--- src/rtl/masked_aes_session_ctrl.sv ---
// Session controller for a masked AES core: seed/reseed sequencing, encryption
// budget tracking, share-layout conversion and a small ciphertext output FIFO.
module masked_aes_session_ctrl #(
  parameter int unsigned d            = 2,
  parameter int unsigned SEED_W       = 80,
  parameter int unsigned RESEED_LIMIT = 1024,
  parameter int unsigned OUT_DEPTH    = 2,
  localparam int unsigned CW = (RESEED_LIMIT == 0) ? 1 : $clog2(RESEED_LIMIT + 1),
  localparam int unsigned W  = 128 * d
) (
  input  logic              clk,
  input  logic              rst,
  input  logic              in_valid,
  output logic              in_ready,
  input  logic [W-1:0]      in_shares_plaintext,
  input  logic [W-1:0]      in_shares_key,
  input  logic              in_seed_valid,
  output logic              in_seed_ready,
  input  logic [SEED_W-1:0] in_seed,
  output logic              out_valid,
  input  logic              out_ready,
  output logic [W-1:0]      out_shares_ciphertext,
  output logic              core_valid_in,
  input  logic              core_in_ready,
  output logic [W-1:0]      core_sh_plaintext,
  output logic [W-1:0]      core_sh_key,
  input  logic              core_busy,
  input  logic              core_cipher_valid,
  output logic              core_out_ready,
  input  logic [W-1:0]      core_sh_ciphertext,
  output logic              prng_start_reseed,
  output logic [SEED_W-1:0] prng_seed,
  input  logic              prng_out_valid,
  input  logic              prng_busy,
  output logic              need_reseed,
  output logic [CW-1:0]     enc_count
);

  localparam int unsigned PW = $clog2(OUT_DEPTH);

  typedef enum logic [1:0] {
    S_UNSEEDED,
    S_READY,
    S_RESEEDING,
    S_LOCKED
  } state_t;

  state_t      state_q, state_d;
  logic        busy_seen_q;
  logic        accept;
  logic        reseed_start;
  logic        reseed_done;
  logic        limit_hit;

  logic [W-1:0]  mem [OUT_DEPTH];
  logic [PW:0]   wr_ptr, rd_ptr;
  logic          full, empty, push, pop;
  logic [W-1:0]  head;

  // Share-major <-> bit-major layout conversion
  for (genvar j = 0; j < d; j++) begin : g_share
    for (genvar i = 0; i < 128; i++) begin : g_bit
      assign core_sh_plaintext[d*i+j]      = in_shares_plaintext[128*j+i];
      assign core_sh_key[d*i+j]            = in_shares_key[128*j+i];
      assign out_shares_ciphertext[128*j+i] = head[d*i+j];
    end
  end

  assign prng_seed = in_seed;

  // Next-state and handshake decode
  always_comb begin
    state_d           = state_q;
    in_ready          = 1'b0;
    core_valid_in     = 1'b0;
    accept            = 1'b0;
    reseed_start      = 1'b0;
    reseed_done       = 1'b0;
    in_seed_ready     = 1'b0;
    prng_start_reseed = 1'b0;
    need_reseed       = 1'b0;
    limit_hit         = (RESEED_LIMIT != 0) && (enc_count == CW'(RESEED_LIMIT - 1));

    in_ready      = (state_q == S_READY) & core_in_ready & prng_out_valid;
    core_valid_in = in_ready & in_valid;
    accept        = core_valid_in;
    need_reseed   = (state_q == S_UNSEEDED) | (state_q == S_LOCKED);

    reseed_start = in_seed_valid & ~core_busy & (state_q != S_RESEEDING) &
                   ((state_q != S_READY) | ~in_valid);
    reseed_done  = (state_q == S_RESEEDING) & ~prng_busy & busy_seen_q;

    in_seed_ready     = reseed_start;
    prng_start_reseed = reseed_start;

    case (state_q)
      S_UNSEEDED, S_LOCKED: begin
        if (reseed_start) state_d = S_RESEEDING;
      end
      S_READY: begin
        // Encryption wins over a concurrent seed; reseed_start already excludes in_valid
        if (accept && limit_hit)  state_d = S_LOCKED;
        else if (reseed_start)    state_d = S_RESEEDING;
      end
      S_RESEEDING: begin
        if (reseed_done) state_d = S_READY;
      end
      default: state_d = S_UNSEEDED;
    endcase
  end

  // State, budget counter and reseed-progress flag
  always_ff @(posedge clk) begin
    if (rst) begin
      state_q     <= S_UNSEEDED;
      enc_count   <= '0;
      busy_seen_q <= 1'b0;
    end else begin
      state_q <= state_d;
      if (reseed_done)  enc_count <= '0;
      else if (accept)  enc_count <= enc_count + CW'(1);
      if (reseed_done)
        busy_seen_q <= 1'b0;
      else if (state_q == S_RESEEDING && prng_busy)
        busy_seen_q <= 1'b1;
    end
  end

  // Ciphertext FIFO; extra pointer bit distinguishes full from empty
  assign empty          = (wr_ptr == rd_ptr);
  assign full           = (wr_ptr[PW] != rd_ptr[PW]) && (wr_ptr[PW-1:0] == rd_ptr[PW-1:0]);
  assign core_out_ready = ~full;
  assign push           = core_cipher_valid & ~full;
  assign out_valid      = ~empty;
  assign pop            = ~empty & out_ready;
  assign head           = mem[rd_ptr[PW-1:0]];

  always_ff @(posedge clk) begin
    if (rst) begin
      wr_ptr <= '0;
      rd_ptr <= '0;
    end else begin
      if (push) wr_ptr <= wr_ptr + (PW+1)'(1);
      if (pop)  rd_ptr <= rd_ptr + (PW+1)'(1);
    end
  end

  always_ff @(posedge clk) begin
    if (push) mem[wr_ptr[PW-1:0]] <= core_sh_ciphertext;
  end

endmodule

--- config.mk ---
export PLATFORM = sky130hd
export DESIGN_NAME = masked_aes_session_ctrl
export DESIGN_NICKNAME = d
export VERILOG_FILES = /design/src/rtl/masked_aes_session_ctrl.sv
export SDC_FILE = /design/constraint.sdc
export NUM_CORES = 1
export LEC_CHECK = 0
export CORE_AREA = 3 3 672 674
export DETAILED_ROUTE_END_ITERATION = 10
export DIE_AREA = 0 0 675 677
export GPL_TIMING_DRIVEN = 1
export MAX_ROUTING_LAYER = met4
export PLACE_DENSITY = 0.3
export SLEW_MARGIN = 10
export SYNTH_ARGS = -nofsm -noshare
export SYNTH_HDL_FRONTEND = slang
export SYNTH_SLANG_ARGS = --single-unit
--- constraint.sdc ---
create_clock -name clk -period 18.77 [get_ports clk]
set_clock_uncertainty 0.05 [all_clocks]
set_input_delay 4.6925 -clock clk [delete_from_list [all_inputs] [get_ports clk]]
set_output_delay 4.6925 -clock clk [all_outputs]
set_load 0.05 [all_outputs]
==> impl_metrics.csv, run 1 <==
group,metric,value,unit
yosys,synth_nets,2358,
die,num_io_pins,1724,
place,pre_cts_ws,7240,ps
yosys,syn_area,23800,um2
outcome,outcome,"aborted with a tool error",
die,initial_core_util,5.34,%
clock_network,cts_buffer_depth,3,
clock_network,clkSinkCount,531,
clock_network,htreeDepth,3,
outcome,error_message,"[ERROR DRT-0255] Maze Route cannot find path of net in_shares_key[139] in worker of routeBox ( 627900 96600 ) ( 675000 144900 ).",
place,place_inst,7351,
place,io_buffers,539,
yosys,postSynth.asyncResetShare,0,%
yosys,synth.most_common_cell,"buf_4",
yosys,ys_ff_latch,531,
grt,grt_use_total,10.1,%
yosys,synthCells,1497,
die,fp.dieH,677,um
yosys,yosysTopAreaCell,"edfxtp_1",
clock_network,cts_root_buffer,"clkbuf_16",
grt,grt_overflow,0,
die,die_x,675,um
yosys,synth-edff-count,512,
yosys,ys_seq_area_share,66.2,%
yosys,syn_avg_cell_area,15.9,um2
yosys,synthTopCellsByCount,"593 x buf_4, 512 x edfxtp_1, 256 x mux2_2, 24 x buf_2, 19 x dfxtp_1",
outcome,stop_stage,"detailed routing",
grt,antenna_found_initial,49,
clock_network,hold_buffers,0,
clock_network,post_cts_resized,0,
grt,grt_max_degree,112,
grt,grt_pass1_vias,13000,
place,hpwl,205000,um
yosys,yosysWarnings,0,
yosys,ys_types,36,
yosys,synth_top_area_share,64.6,%
clock_network,numCtsBuffers,67,
yosys,ys_top_cells_by_area,"edfxtp_1 65%, buf_4 19%, mux2_2 12%, dfxtp_1 1.6%, buf_2 0.50%",
grt,grt_pass1_wl,262000,um
place,place_congestion,0.783,
clock_network,postCtsSetupBuffers,0,
die,rows,245,
yosys,ys.flop_type,"edfxtp_1",
[cells by family after synthesis]
logic type	Yosys count	share of synthesized area [%]
buffers and inverters	631	19.4
AND/OR/NAND/NOR	46	1.07
flip-flops	531	66.2
XOR/XNOR	17	0.626
multiplexers	257	12.2
AO/OA/AOI/OAI	12	0.368
adder cells (fa/ha/maj)	3	0.158
[routing by layer]
layer and GRT usage [%]:
met1 4.18, met2 17.5, met3 12.1, met4 6.45, met5 -
[through the flow]
stage	hold slack [ps]	cell area, um2
global route	493	34300
CTS	477	34200
global placement	444	32100
floorplan	426	23800
detailed placement	456	32100
==> run 2, diff against run 1 <==
Settings changed: CORE_AREA 3 3 672 674 to 3 3 665 667, DIE_AREA 0 0 675 677 to 0 0 668 670, MAX_ROUTING_LAYER met4 to not set, PLACE_DENSITY 0.3 to not set, PLACE_DENSITY_LB_ADDON set to 0.15.
==> run 2 against run 1 <==
The flow now finishes without violations. Global-route usage up 0.93 points. Area after synthesis unchanged. Synthesized cell count unchanged.
==> impl_metrics.csv, run 2 <==
group,metric,value,unit
hold_path,hold_end,"enc_count[1]$_SDFFE_PP0P_",
worst_setup_path,crit_path_cell_trace,"clkdlybuf4s50_1 > inv_1 > a2111oi_2 > clkdlybuf4s50_1",
worst_setup_path,crit_buf_inv,3,
die,fp.dieH,670,um
clock_network,postCtsSetupBuffers,0,
worst_setup_path,cp_slowest_stage_delay,920,ps
yosys,synth_top_area_share,64.6,%
clock_network,cts_root_buffer,"clkbuf_16",
die,num_io_pins,1724,
die,die_x,668,um
grt,grt_pass1_vias,12900,
drt,viasPerCell,1.69,
worst_setup_path,cp.required,14030,ps
layout,stdcell_count,7329,
sta,fmax,0.0873,GHz
clock_network,hold_buffers,0,
sta,setup-violations-final,0,
hold_path,hold_path_depth,2,
drt,drtIter0Drc,455,
layout,syn2layout_area_growth,44.3,%
worst_setup_path,crit_top_cell,"clkdlybuf4s50_1",
die,coreArea,437000,um2
yosys,syn_avg_cell_area,15.9,um2
drt,vias,12400,
clock_network,tritoncts,"built",
place,io_buffers,539,
clock_network,clkTransAtPathRegs,60,ps
sta,min_period_over_period,61.0,%
worst_setup_path,critPathTopFamily,"buffers and inverters",
place,place_inst,7182,
sta,rsz0062_at_grt,"no",
place,hpwl,225000,um
clock_network,numCtsBuffers,75,
layout,drive_gt1_share,24.4,%
flow_run,drv_cap,0,
hold_path,holdCritStartpoint,"enc_count[1]$_SDFFE_PP0P_",
worst_setup_path,cp_max_fo,4,
yosys,synthTopCellsByCount,"593 x buf_4, 512 x edfxtp_1, 256 x mux2_2, 24 x buf_2, 19 x dfxtp_1",
clock_network,clkSinkCount,531,
outcome,outcome,"complete, no violations",
yosys,synth.most_common_cell,"buf_4",
worst_setup_path,rrSetupSlack,15070,ps
die,die_area,448000,um2
yosys,ys_ff_latch,531,
yosys,ys_top_cells_by_area,"edfxtp_1 65%, buf_4 19%, mux2_2 12%, dfxtp_1 1.6%, buf_2 0.50%",
layout,final_common_cell,"clkdlybuf4s50_1",
sta,maxSlewViolCount,0,
drt,drt-pass1-iter-count,4,
yosys,synth-edff-count,512,
worst_setup_path,worstSetupStartpointType,"input port",
yosys,ys.flop_type,"edfxtp_1",
pwr,p_leak,9.41,nW
yosys,yosysTopAreaCell,"edfxtp_1",
clock_network,cts_buffer_depth,3,
pwr,power-per-cell-area,141,nW/um2
sta,finalHoldViolCount,0,
yosys,synth_nets,2358,
worst_setup_path,r2r_end,"mem[1][176]$_DFFE_PP_",
drt,routed_wirelength,256000,um
worst_setup_path,worstPathArrival,6710,ps
clock_network,htreeDepth,3,
sta,worst_slew_pin_slew,929,ps
yosys,postSynth.asyncResetShare,0,%
sta,tns,0,ps
grt,antenna_found_initial,57,
die,initial_core_util,5.44,%
drt,wl_per_cell,35.0,um
drt,postRouteAntennaNets,0,
worst_setup_path,ff2ff_path_depth,5,
grt,grt_pass1_wl,287000,um
hold_path,hold_path_class,"reg2reg",
grt,grt_use_total,11.0,%
layout,fill_cells,50400,
yosys,yosysWarnings,0,
yosys,ys_types,36,
worst_setup_path,critPathKind,"in2out",
worst_setup_path,reg2reg_from,"rd_ptr[1]$_SDFFE_PP0P_",
clock_network,post_cts_resized,0,
place,place_congestion,0.948,
yosys,syn_area,23800,um2
sta,period_minus_slack,11460,ps
pwr,ir_worst_vdd,0.0632,mV
drt,drc,0,
yosys,ys_seq_area_share,66.2,%
grt,grt_max_degree,102,
sta,maxSlewHeadroom,38.0,%
worst_setup_path,critPathSlowestCell,"clkdlybuf4s50_1",
die,rows,243,
layout,final_cell_mix,"539 x clkdlybuf4s50_1, 512 x edfxtp_1, 256 x mux2_2",
yosys,synthCells,1497,
layout,num-nets-final,2363,
grt,grt_overflow,0,
layout,largest_reg_flops,512,
clock_network,clock_latency,650,ps
worst_setup_path,end_kind,"output port",
==> run 2: cell counts after synthesis <==
Identical to the previous run, type by type.
==> run 2: cell type report <==
cell class	count	area (um2)	area share [%]
antenna	14	35.0	0.102
inverter	7	33.8	0.0983
tap	5757	7200	21.0
timing repair buffer	552	5510	16.0
sequential	531	15800	45.9
clock buffer	97	2000	5.82
multi-input combinational	335	3430	9.98
clock inverter	36	387	1.13
==> run 2: cell families (layout without fill, tap and decap cells) <==
logic type,Yosys count,in the layout,share of synthesized area [%]
multiplexers,257,257,12.2
flip-flops,531,531,66.2
XOR/XNOR,17,17,0.626
buffers and inverters,631,692,19.4
adder cells (fa/ha/maj),3,3,0.158
AO/OA/AOI/OAI,12,12,0.368
AND/OR/NAND/NOR,46,46,1.07
other,0,14,0
==> run 2: where the power goes <==
group          total [mW]  switching, mW  internal (mW)
Combinational        1.88           1.28          0.599
Sequential           1.54         0.0527           1.48
Clock                1.42          0.619          0.803
Total                4.84           1.96           2.89
==> run 2: layer usage <==
layer / vias to the layer above / part of all wire [%] / global-route usage [%]
li1: 4796 / - / -
met1: 5704 / 16 / 4.92
met2: 1529 / 50 / 19.4
met3: 307 / 29 / 15.1
met4: 46 / 4.7 / 4.43
met5: - / 0.47 / 1.66
==> run 2: worst max-delay path by stage <==
stage	slack, ps	end	cells past startpoint	startpoint
5_1_grt	7230	in_seed_ready	4	in_seed_valid
3_5_place_dp	7340	in_seed_ready	4	in_seed_valid
4_1_cts	7320	in_seed_ready	4	in_seed_valid
3_3_place_gp	7350	in_seed_ready	4	in_seed_valid
2_1_floorplan	2450	mem[0][0]$_DFFE_PP_	2	core_cipher_valid
6_report	7310	in_seed_ready	4	in_seed_valid
==> run 2: metrics by stage <==
stage,hold slack (ps),util [%],worst slack [ps],total power [mW],instance area [um2]
after floorplan,426,-,2450,3.08,23800
after global placement,451,7.30,7350,3.53,31900
after detailed placement,452,7.30,7340,3.52,31900
after CTS,464,7.85,7320,5.03,34300
after global routing,523,7.85,7230,5.08,34300
final,455,7.86,7310,4.84,34400
==> run 2: tightest hold or removal path, stage by stage (launching register included) <==
cell and delay (ps):
dfxtp_1 340, nand2_1 60, a21oi_1 50
(Power assumes the default switching activity.)
